**config.mk**
```make
export PLATFORM = sky130hd
export DESIGN_NAME = disp_num_ctrl
export DESIGN_NICKNAME = d
export VERILOG_FILES = /design/src/rtl/disp_num_ctrl.sv
export SDC_FILE = /design/constraint.sdc
export NUM_CORES = 1
export LEC_CHECK = 0
export ABC_AREA = 1
export ABC_CLOCK_PERIOD_IN_PS = 2300
export BUFFER_PORTS_ARGS = -buffer_cell sky130_fd_sc_hd__clkbuf_2
export CAP_MARGIN = 10
export CORE_MARGIN = 2
export CORE_UTILIZATION = 55
export CTS_CLUSTER_SIZE = 12
export DETAILED_ROUTE_END_ITERATION = 12
export GPL_TIMING_DRIVEN = 0
export PLACE_DENSITY = 0.76
export SYNTH_ARGS = -nofsm -noshare
export SYNTH_HDL_FRONTEND = slang
export SYNTH_SLANG_ARGS = --single-unit
```
**constraint.sdc**
```tcl
create_clock -name clk -period 2.3 [get_ports clk]
set_clock_uncertainty 0.2 [all_clocks]
set_input_delay 0.23 -clock clk [delete_from_list [all_inputs] [get_ports clk]]
set_output_delay 0.23 -clock clk [all_outputs]
set_load 0.02 [all_outputs]
```
**src/rtl/disp_num_ctrl.sv**
```systemverilog
// Number-to-7-segment display controller: latches a value on dval and renders it as hex,
// unsigned decimal or signed decimal on NDIG active-low digits via a double-dabble converter.
module disp_num_ctrl #(
  parameter int WIDTH = 8,
  parameter int NDIG  = 4,
  parameter int LZB   = 1
) (
  input  logic               clk,
  input  logic               resetn,
  input  logic [WIDTH-1:0]   din,
  input  logic               dval,
  input  logic [1:0]         mode,
  input  logic               enable,
  output logic [7*NDIG-1:0]  disp,
  output logic               busy,
  output logic               ovf
);

  localparam int BCDW = 4 * NDIG;
  localparam int HEXW = 4 * NDIG;
  localparam int CW   = $clog2(WIDTH + 1);
  localparam int NNIB = (WIDTH + 3) / 4;

  localparam logic [6:0]        SEG_BLANK = 7'h7F;
  localparam logic [6:0]        SEG_MINUS = 7'h3F;
  localparam logic [6:0]        SEG_E     = 7'h06;
  localparam logic [7*NDIG-1:0] ALL_BLANK = {NDIG{SEG_BLANK}};

  typedef enum logic [1:0] {
    S_IDLE,
    S_LOAD,
    S_CONV,
    S_OUTPUT
  } state_t;

  state_t state, state_next;

  logic [WIDTH-1:0]  data_q;
  logic [1:0]        mode_q;
  logic [WIDTH-1:0]  pend_data;
  logic [1:0]        pend_mode;
  logic              pend_valid;
  logic [WIDTH-1:0]  mag;
  logic [BCDW-1:0]   bcd;
  logic [BCDW-1:0]   bcd_adj;
  logic              neg;
  logic              bcd_ovf;
  logic [CW-1:0]     cnt;
  logic [7*NDIG-1:0] disp_q;
  logic [7*NDIG-1:0] disp_next;
  logic              ovf_q;
  logic              ovf_next;
  logic              en_q;
  logic              is_dec;
  logic              is_signed;

  // Mode 2'b11 deliberately falls into the hex path.
  assign is_dec    = (mode_q == 2'b01) || (mode_q == 2'b10);
  assign is_signed = (mode_q == 2'b10);

  function automatic logic [6:0] seg7(input logic [3:0] v);
    case (v)
      4'h0: seg7 = 7'h40;
      4'h1: seg7 = 7'h79;
      4'h2: seg7 = 7'h24;
      4'h3: seg7 = 7'h30;
      4'h4: seg7 = 7'h19;
      4'h5: seg7 = 7'h12;
      4'h6: seg7 = 7'h02;
      4'h7: seg7 = 7'h78;
      4'h8: seg7 = 7'h00;
      4'h9: seg7 = 7'h10;
      4'hA: seg7 = 7'h08;
      4'hB: seg7 = 7'h03;
      4'hC: seg7 = 7'h46;
      4'hD: seg7 = 7'h21;
      4'hE: seg7 = 7'h06;
      default: seg7 = 7'h0E;
    endcase
  endfunction

  // NOTE: state registers use non-blocking assignments so every flop samples pre-edge values.
  always_ff @(posedge clk) begin
    if (!resetn) state <= S_IDLE;
    else         state <= state_next;
  end

  // NOTE: every combinational output gets a default first so no path can infer a latch.
  always_comb begin
    state_next = state;
    case (state)
      S_IDLE:   if (dval) state_next = S_LOAD;
      S_LOAD:   state_next = is_dec ? S_CONV : S_OUTPUT;
      S_CONV:   if (cnt == CW'(WIDTH - 1)) state_next = S_OUTPUT;
      S_OUTPUT: state_next = (dval || pend_valid) ? S_LOAD : S_IDLE;
      default:  state_next = S_IDLE;
    endcase
  end

  always_comb begin
    bcd_adj = bcd;
    for (int i = 0; i < NDIG; i++) begin
      if (bcd[4*i +: 4] >= 4'd5) bcd_adj[4*i +: 4] = bcd[4*i +: 4] + 4'd3;
    end
  end

  // Render the converted value; minus sits just left of the most significant nonzero digit.
  always_comb begin
    logic [HEXW-1:0] hex_pad;
    int              msd;
    logic            dec_err;
    disp_next = ALL_BLANK;
    ovf_next  = 1'b0;
    hex_pad   = HEXW'(data_q);
    msd       = 0;
    for (int i = 0; i < NDIG; i++) begin
      if (bcd[4*i +: 4] != 4'd0) msd = i;
    end
    dec_err = bcd_ovf || (neg && (msd == NDIG - 1));
    if (!is_dec) begin
      ovf_next = (NNIB > NDIG);
      for (int i = 0; i < NDIG; i++) begin
        if (i < NNIB) disp_next[7*i +: 7] = seg7(hex_pad[4*i +: 4]);
      end
    end else if (dec_err) begin
      disp_next[6:0] = SEG_E;
      ovf_next       = 1'b1;
    end else begin
      for (int i = 0; i < NDIG; i++) begin
        if (neg && (i == msd + 1))       disp_next[7*i +: 7] = SEG_MINUS;
        else if ((i <= msd) || (LZB == 0)) disp_next[7*i +: 7] = seg7(bcd[4*i +: 4]);
      end
    end
  end

  always_ff @(posedge clk) begin
    if (!resetn) begin
      data_q     <= '0;
      mode_q     <= '0;
      pend_data  <= '0;
      pend_mode  <= '0;
      pend_valid <= 1'b0;
      mag        <= '0;
      bcd        <= '0;
      neg        <= 1'b0;
      bcd_ovf    <= 1'b0;
      cnt        <= '0;
      disp_q     <= ALL_BLANK;
      ovf_q      <= 1'b0;
      en_q       <= 1'b0;
    end else begin
      en_q <= enable;

      // Strobes arriving mid-conversion park in the one-deep buffer; the newest wins.
      if (dval && ((state == S_LOAD) || (state == S_CONV))) begin
        pend_data  <= din;
        pend_mode  <= mode;
        pend_valid <= 1'b1;
      end

      case (state)
        S_IDLE: begin
          if (dval) begin
            data_q <= din;
            mode_q <= mode;
          end
        end
        S_LOAD: begin
          if (is_signed && data_q[WIDTH-1]) begin
            mag <= ~data_q + WIDTH'(1);
            neg <= 1'b1;
          end else begin
            mag <= data_q;
            neg <= 1'b0;
          end
          bcd     <= '0;
          bcd_ovf <= 1'b0;
          cnt     <= '0;
        end
        S_CONV: begin
          bcd     <= {bcd_adj[BCDW-2:0], mag[WIDTH-1]};
          mag     <= {mag[WIDTH-2:0], 1'b0};
          bcd_ovf <= bcd_ovf | bcd_adj[BCDW-1];
          cnt     <= cnt + CW'(1);
        end
        S_OUTPUT: begin
          disp_q <= disp_next;
          ovf_q  <= ovf_next;
          // A fresh strobe on this edge supersedes anything parked in the buffer.
          if (dval) begin
            data_q     <= din;
            mode_q     <= mode;
            pend_valid <= 1'b0;
          end else if (pend_valid) begin
            data_q     <= pend_data;
            mode_q     <= pend_mode;
            pend_valid <= 1'b0;
          end
        end
        default: ;
      endcase
    end
  end

  assign disp = en_q ? disp_q : ALL_BLANK;
  assign busy = (state != S_IDLE);
  assign ovf  = ovf_q;

endmodule

```
# Word level (Yosys, flattened, before mapping)
# Memory sizes are Yosys's and may differ from the RTL's. A register that Yosys moved wholly into a read port is not among the register bits.
# Cells that the tools add are included.
[totals]
ff_bits = 83
latchBits = 0
ram_bits = 0
romBits = 672
input_bits = 14
out_inout_bits = 30
word_cells = 128
n_memories = 6
[memory_table]
columns = ["memory", "words", "word_bits", "read_ports", "rd_clocked_by_memory_dff", "write_ports", "line_no", "source"]
rows = [
  ["(no name shown)", 16, 7, 1, 1, 0, "62", "case (v)"],
  ["(no name shown)", 16, 7, 1, 1, 0, "62", ""],
  ["(no name shown)", 16, 7, 1, 1, 0, "62", ""],
  ["(no name shown)", 16, 7, 1, 1, 0, "62", ""],
  ["(no name shown)", 16, 7, 1, 1, 0, "62", ""],
  ["(no name shown)", 16, 7, 1, 1, 0, "62", ""],
]
[classes]
n_addsub = 7
multipliers = 0
div_mod_pow = 0
magnitude_cmp = 8
n_eq_ne = 13
shifts = 0
muxes = 57
n_bitwise = 2
reduce_logical = 21
[op_table]
columns = ["cell", "count"]
rows = [
  ["3-bit by 32-bit equality test with 1-bit output, first input constant", 2],
  ["3-bit by 32-bit less-or-equal comparator with 1-bit output, first input constant", 2],
  ["32-bit 2-to-1 mux", 2],
  ["4-bit 2-to-1 mux", 16],
  ["7-bit 2-to-1 mux", 9],
  ["32-bit by 2-bit adder with 32-bit output, second input constant", 1],
  ["2-bit by 32-bit equality test with 1-bit output, first input constant", 1],
  ["32-bit by 3-bit equality test with 1-bit output, second input constant", 1],
  ["1-bit by 32-bit less-or-equal comparator with 1-bit output, first input constant", 1],
  ["2-bit by 32-bit less-or-equal comparator with 1-bit output, first input constant", 1],
  ["32-bit zero test", 1],
  ["8-bit 2-to-1 mux", 4],
  ["16-bit one-hot mux with 2 select lines", 1],
  ["8-bit one-hot mux with 2 select lines", 2],
  ["14-bit 2-to-1 mux", 2],
  ["28-bit 2-to-1 mux", 1],
  ["21-bit 2-to-1 mux", 1],
  ["4-bit by 2-bit adder with 4-bit output, second input constant", 4],
  ["4-bit by 3-bit greater-or-equal comparator with 1-bit output, second input constant", 4],
  ["4-bit nonzero test", 3],
  ["1-bit 2-to-1 mux", 10],
  ["2-bit 2-to-1 mux", 5],
  ["8-bit by 1-bit adder with 8-bit output, second input constant", 1],
  ["8-bit NOT", 1],
  ["other kinds (17)", 32],
]

# Depth between registers and ports, before layout
# Gate-level depths: netlist of the first run.
[logic_depth]
depth_word = 10
depth_mapped = 16
depth_no_buf = 16

# Worst setup path before layout of the first run
# OpenSTA, ideal clock, no wires.
[synth_timing]
path_type = "register to register"
startpoint = "register state[0]"
endpoint = "register with a tool-made name"
arrival_time_ns = 2.126
path_slack_ns = -0.139
path_stages_with_launch = 13
path_buffers = 1
synth_period_minus_slack_ns = 2.439
cell_sequence = "dfxtp_1 -> inv_1 -> ha_1 -> inv_2 -> clkbuf_1 -> nand2_1 -> a21oi_1 -> inv_1 -> ha_1 -> nand3_1 -> nand2_1 -> nand2_1 -> nand2_1"
[synth_rtl]
columns = ["element", "line_no", "source"]
rows = [
  ["start: declaration", "36", "state_t state, state_next;"],
  ["start signal: assignment", "85", "else state <= state_next;"],
]

==> metrics.md, run 1 <==
| Metric | Value |
|---|---|
| Smallest setup slack after layout | -0.0801 ns |
| Initial DRC Count | just over 600 |
| EDFF count, synth | 0 |
| Die area | approximately 0.013 sq mm |
| Share of layout cells above drive strength 1 | between 20% and 30% |
| Max VDD drop | 0.000765 V |
| Global-route met3 utilization | 5.49% |
| Top_reg_cell synth | dfxtp_1 |
| Routed Wire Length | about 19,000 um |
| Final Power | roughly 8 mW |
| CP cell instances | inv_4 -> ha_4 -> nand2_8 -> inv_4 -> buf_6 -> buf_4 -> nand3_1 -> nand2_2 -> nand2_4 -> buf_4 -> ha_4 -> nand2_1 -> nand2_1 -> nand2_1 -> nand2_1 |
| Vias in the first global route | roughly 6,100 |
| Buf+Inv Stages, Crit Path | 5 |
| Synth warn | 0 |
| Later-pin clock latency in the skew report | 0.43 ns |
| H-tree depth | 4 |
| M1 GR Usage | 33.5% |
| WL per Instance | between 10 and 15 um |
| Mapped Area | ~0.0069 sq mm |
| I/O Buffers | 43 |
| RSZ-0062 raised after global routing | yes |
| Most frequent cell after synthesis | nand2_1 |
| Final setup TNS | -0.130 ns |
| Worst R2R Setup Slack | -0.08 ns |
| Post-synthesis register bit count | around 130 |
| Max Slew Vio Count | 0 |
| Die width | 116 um |
| CTS Buf Count | 17 |
| Clock Sink Count | roughly 130 |
| Area Growth Syn to Fin | 25.9% |
| Critical-path top delay cell | dfxtp_4 |
| Synth top cells by count | 324 x nand2_1, 125 x dfxtp_1, 112 x inv_1, 98 x nand3_1, 64 x nor2_1 |
| Synth top area share | a little over a third |
| Max frequency | 420 MHz |
| Pre-CTS setup slack | -0.380 ns |
| Crit path largest cell delay | 0.37 ns |
| Data required, critical path | 2.42 ns |
| Final setup viols | 2 |
| Layout Cells excl Fill | 1,283 |
| Most common cell on crit path | nand2_1 |
| Initial core utilization | a little under three fifths |
| ANT cells | 0 |
| Violated checks | setup timing |
| Hold Path Class | in -> reg |
| Post-layout net count | around 1,200 |
| Row count | 40 |
| Synth Net Count | about 1,100 |
| Worst-path clk slew | approximately 0.06 ns |
| Inst Count DP | about 1,200 |
| Crit path max-delay family | simple AND/OR/NAND/NOR gates |
| Mapped Cells | between 900 and 1,000 |
| Syn_area_per_cell | approximately 7 sq um |
| Core ar. | roughly 0.012 sq mm |
| Critical path class | reg -> reg |
| Initial antenna violation count | 0 |
| Final ANT Viol Nets | 0 |
| Boundary Pins | 44 |
| Worst Hold Slack | roughly 0.057 ns |
| Global routing met2 resource utilization | a little under half |
| Die span in y | approximately 120 um |
| Cell variety after synth | 38 |
| LEAKAGE | roughly 4.4 nW |
| CTS tree | done |
| Crit path DAT | roughly 2.5 ns |
| Max cap viols | 0 |
| Status | finished with violations |
| All-Layer GR Usage | between 20 and 30% |
| Crit share post-route | 103% |
| CP Launch Type | register |
| Final Hold Viols | 0 |
| Top cells by area, synth | dfxtp_1 36%, nand2_1 18%, ha_1 9.5% |
| Register area share after synthesis | between 30% and 40% |
| Max_slew headroom | around 51% |
| Grt peak-use layer | met2 |
| Final HPWL DP | 12,000 um |
| Vias | between 6,000 and 7,000 |
| Worst Setup End Kind | register |
| Crit path time final | 2.38 ns |
| DR pass1 iterations | 6 |
| Root buffer cell | clkbuf_16 |
| Largest net degree at the start of global routing | 17 |
| Gr ovfl total | 0 |
| Slew @ Worst Pin | around 0.74 ns |
| Async set-reset flop share out of synthesis | 0% |
| Routability-driven placement congestion ratio | 0.959 |
| Clock buffer depth | 2 |
| Pwr dens | a little over 900 mW/mm^2 |
| Post-route DRC | 0 |
| Mean number of vias per cell | 5.31 |
| CP max FO | 5 |
| First-pass GRT wire length | 28,800 um |
| Largest area contributor in the netlist | dfxtp_1 |
what timing repair did:
item                                    4_1_cts  5_1_grt
pin swaps                                     9       25
endpoints found under the hold margin        12        0
cloned                                        0        0
hold buffers                                 11        0
setup buffers                                11       21
gates resized for setup                      32       90
endpoints found under the setup margin       67       62
cell usage in the layout (no fill, tap or decap), types with 25 or more instances in the layout:
cell	instances
nand2_1	307
dfxtp_1	119
inv_1	98
nand3_1	85
nor2_1	58
clkbuf_2	45
o21ai_0	38
ha_1	36
buf_4	34
inv_2	26
a21oi_1	25
worst reg2reg max path, stage by stage, from the launching register on:
cell and delay, ns:
dfxtp_4 0.37, inv_4 0.05, ha_4 0.31, nand2_8 0.06, inv_4 0.05, buf_6 0.12, buf_4 0.11, nand3_1 0.10
nand2_2 0.13, nand2_4 0.09, buf_4 0.17, ha_4 0.18, nand2_1 0.11, nand2_1 0.08, nand2_1 0.08, nand2_1 0.06
report_power, final:
| group | switching [mW] | internal [mW] | leakage (nW) |
|---|---|---|---|
| Sequential | 0.178 | 2.52 | 1.02 |
| Clock | 0.989 | 1.67 | 0.278 |
| Combinational | 1.76 | 0.970 | 3.11 |
| Total | 2.93 | 5.17 | 4.41 |
cell families (layout without fill, tap and decap cells):
group                    after synthesis  in the layout  synth area share, %
XOR/XNOR                               2              2                0.255
AO/OA/AOI/OAI                        119            119                 10.3
AND/OR/NAND/NOR                      540            540                 34.2
flip-flops                           125            125                 36.4
buffers and inverters                161            277                 9.34
adder cells (fa/ha/maj)               52             52                 9.46
cell type report:
| class | instances | area (sq um) |
|---|---|---|
| flip-flops and latches | 125 | 2510 |
| fillers | 1021 | 3460 |
| plain buffers | 28 | 168 |
| inverters | 131 | 504 |
| clock buffers | 22 | 474 |
| multi-input cells | 713 | 4100 |
| clock inverters | 10 | 114 |
| repair buffers | 86 | 567 |
| well taps | 168 | 210 |
final timing paths:
| check | startpoint | end | cells past startpoint |
|---|---|---|---|
| hold / removal | resetn | disp_q[3]$_SDFFE_PN1N_ | 4 |
| hold reg to reg | register | disp_q[4]$_SDFFE_PN1N_ | 2 |
| setup / recovery | state[0]$_SDFFE_PN0P_ | register | 15 |
| setup reg to reg | state[0]$_SDFFE_PN0P_ | register | 15 |
metal layers:
layer / up-vias / share of wire [%]
li1: 3402 / -
met4: 0 / 4.5
met1: 3081 / 42
met5: - / 0
met3: 64 / 6.0
met2: 271 / 47
stage by stage:
stage               cell area, sq um  util (%)
floorplan                       6900         -
global placement                7320      60.5
detailed placement              7320      60.5
CTS                             8180      67.5
global route                    8650      71.5
finish                          8650      71.5
Note: power is estimated with default switching activity, not from simulation.
==> run 2: changes to the inputs <==
- SETUP_SLACK_MARGIN: not set -> 0.5
==> run 2 against run 1 <==
- the run still ends with setup timing left
- sequential power up 3%
- total power up 22%
- design area up 24%
- critical path depth unchanged
- worst setup slack worse by 0.020 ns
- non-clock buffer count up 83
- clock power about the same
- worst hold slack better by 0.025 ns
==> metrics.md, run 2 (synthesis results as in run 1) <==
| Metric | Value |
|---|---|
| Max frequency | 417 MHz (was 420 MHz) |
| Max Slew Vio Count | 0 (unchanged) |
| Share of layout cells above drive strength 1 | 40.5% (was 21.7%) |
| Largest net degree at the start of global routing | 17 (unchanged) |
| Post-layout net count | 1,255 (was 1,168) |
| Violated checks | setup timing (unchanged) |
| Area of the multi-input gates | 0.00518 sq mm (was 0.00410 sq mm) |
| H-tree depth | 4 (unchanged) |
| Area Growth Syn to Fin | 56.4% (was 25.9%) |
| R2r worst-path depth | 15 (unchanged) |
| Mean number of vias per cell | 6.00 (was 5.31) |
| Crit path time final | 2.40 ns (was 2.38 ns) |
| Gr ovfl total | 0 (unchanged) |
| CP cell instances | inv_4 -> ha_4 -> nand2_8 -> inv_6 -> buf_8 -> nand2_4 -> nor2_4 -> nor2_2 -> nor2_2 -> inv_2 -> ha_4 -> nand3_2 -> nand2_1 -> nand2_1 -> nand2_1 (was inv_4 -> ha_4 -> nand2_8 -> inv_4 -> buf_6 -> buf_4 -> nand3_1 -> nand2_2 -> nand2_4 -> buf_4 -> ha_4 -> nand2_1 -> nand2_1 -> nand2_1 -> nand2_1) |
| Final HPWL DP | 12,300 um (was 12,000 um) |
| Final Hold Viols | 0 (unchanged) |
| Smallest setup slack after layout | -0.100 ns (was -0.0801 ns) |
| First-pass GRT wire length | 34,300 um (was 28,800 um) |
| CP Launch Type | register (unchanged) |
| CTS tree | done (unchanged) |
| Most common cell on crit path | nand2_1 (unchanged) |
| Final setup TNS | -0.910 ns (was -0.130 ns) |
| I/O Buffers | 43 (unchanged) |
| Utilization after layout | 88.8% (was 71.5%) |
| Worst Setup End Kind | register (unchanged) |
| Later-pin clock latency in the skew report | 0.44 ns (was 0.43 ns) |
| Commonest non-fill, non-tap cells in the layout | 266 x nand2_1, 116 x dfxtp_1, 81 x inv_1 (was 307 x nand2_1, 119 x dfxtp_1, 98 x inv_1) |
| WL per Instance | 20.5 um (was 14.5 um) |
| Root buffer cell | clkbuf_16 (unchanged) |
| ANT cells | 0 (unchanged) |
| RSZ-0062 raised after global routing | yes (unchanged) |
| Crit path largest cell delay | 0.38 ns (was 0.37 ns) |
| Flip-flop and latch area | 0.00252 sq mm (was 0.00251 sq mm) |
| Initial antenna violation count | 0 (unchanged) |
| Top sig layer | met4 (unchanged) |
| LEAKAGE | 5.09 nW (was 4.41 nW) |
| Slew @ Worst Pin | 0.919 ns (was 0.739 ns) |
| Vias in the first global route | 7,237 (was 6,093) |
| Data required, critical path | 2.49 ns (was 2.42 ns) |
| Max_slew headroom | 38.7% (was 50.8%) |
| Met2 Routed Length | 14,300 um (was 8790 um) |
| Critical-path top delay cell | dfxtp_4 (unchanged) |
| Worst-path clk slew | 0.06 ns (about the same) |
| Most common cell after layout, fill and taps aside | nand2_1 (unchanged) |
| Row count | 40 (unchanged) |
| CTS Buf Count | 17 (unchanged) |
| Vias | 8,219 (was 6,818) |
| Critical path class | reg -> reg (unchanged) |
| Max VDD drop | 0.000928 V (was 0.000765 V) |
| Crit path DAT | 2.59 ns (was 2.50 ns) |
| Routability-driven placement congestion ratio | 0.906 (was 0.959) |
| Final setup viols | 19 (was 2) |
| Boundary Pins | 44 (unchanged) |
| Clock Sink Count | 125 (unchanged) |
| Initial DRC Count | 871 (was 613) |
| M1 WL | 9290 um (was 7830 um) |
| All-Layer GR Usage | 33.3% (was 27.6%) |
| Routed Wire Length | 28,000 um (was 18,600 um) |
| Crit share post-route | 104% (was 103%) |
| Die width | 116 um (unchanged) |
| Worst Hold Depth | 4 (unchanged) |
| Status | finished with violations (unchanged) |
| Hold Path Class | in -> reg (unchanged) |
| Pwr dens | 916 mW/mm^2 (was 936 mW/mm^2) |
| Core ar. | 0.0121 sq mm (unchanged) |
| Clock buffer depth | 2 (unchanged) |
| Initial core utilization | 56.8% (unchanged) |
| Die area | 0.0134 sq mm (unchanged) |
| DR pass1 iterations | 5 (was 6) |
| Final ANT Viol Nets | 0 (unchanged) |
| DR WL met3 | 2140 um (was 1110 um) |
| CP max FO | 6 (was 5) |
| Die span in y | 116 um (unchanged) |
| Post-route DRC | 0 (unchanged) |
| Max cap viols | 0 (unchanged) |
| # fillers | 511 (was 1,021) |
==> run 2: cell type report <==
cell class | count | share of cell area, %
clock inverters | 6 | 0.535
multi-input cells | 715 | 48.2
well taps | 168 | 1.96
repair inverters | 2 | 0.116
inverters | 131 | 5.52
clock buffers | 25 | 4.79
repair buffers | 167 | 12.7
flip-flops and latches | 125 | 23.4
plain buffers | 30 | 2.70
==> run 2: metal layers <==
metal | GRT usage (%) | up-vias
met5 | 0 | -
met4 | 22.3 | 0
met3 | 8.21 | 221
met2 | 58.4 | 576
met1 | 35.4 | 3827
li1 | - | 3595
==> run 2: timing repair <==
action	CTS	global route
pin swaps	69	101
resized for setup	200	215
endpoints found under the setup margin	134	132
hold endpoints to repair	13	0
cloned	2	4
buffers inserted	78	33
hold buffers	11	0
==> run 2: worst paths after layout <==
| path | endpoint | slack (ns) | startpoint |
|---|---|---|---|
| max | register | -0.10 | state[0]$_SDFFE_PN0P_ |
| min | disp_q[3]$_SDFFE_PN1N_ | 0.08 | resetn |
| max reg2reg | register | -0.10 | state[0]$_SDFFE_PN0P_ |
| min reg2reg | disp_q[0]$_SDFFE_PN1N_ | 0.27 | register |
==> run 2: power by group <==
| group | leakage (nW) | switching, mW | internal, mW |
|---|---|---|---|
| clock | 0.285 | 1.00 | 1.64 |
| combinational | 3.79 | 2.65 | 1.77 |
| sequential | 1.02 | 0.255 | 2.52 |
| total | 5.09 | 3.91 | 5.94 |
==> run 2: stage by stage <==
stage	hold WS [ns]	area (sq um)	power (mW)	instances	setup WS, ns
CTS	0.0287	9620	8.51	1332	0.0634
detailed placement	0.225	7460	5.05	1210	-0.367
floorplan	0.128	7040	4.44	999	0.139
global placement	0.218	7460	5.02	1210	-0.312
finish	0.0824	10800	9.85	1369	-0.100
global route	0.0879	10800	10.1	1369	-0.175
==> run 2: worst max-delay path: cells and delay by family, from the launching register on <==
kind	cells	cell delay [ns]
adder cells (fa/ha/maj)	2	0.64
flip-flops	1	0.38
buffers and inverters	4	0.38
AND/OR/NAND/NOR	9	0.75
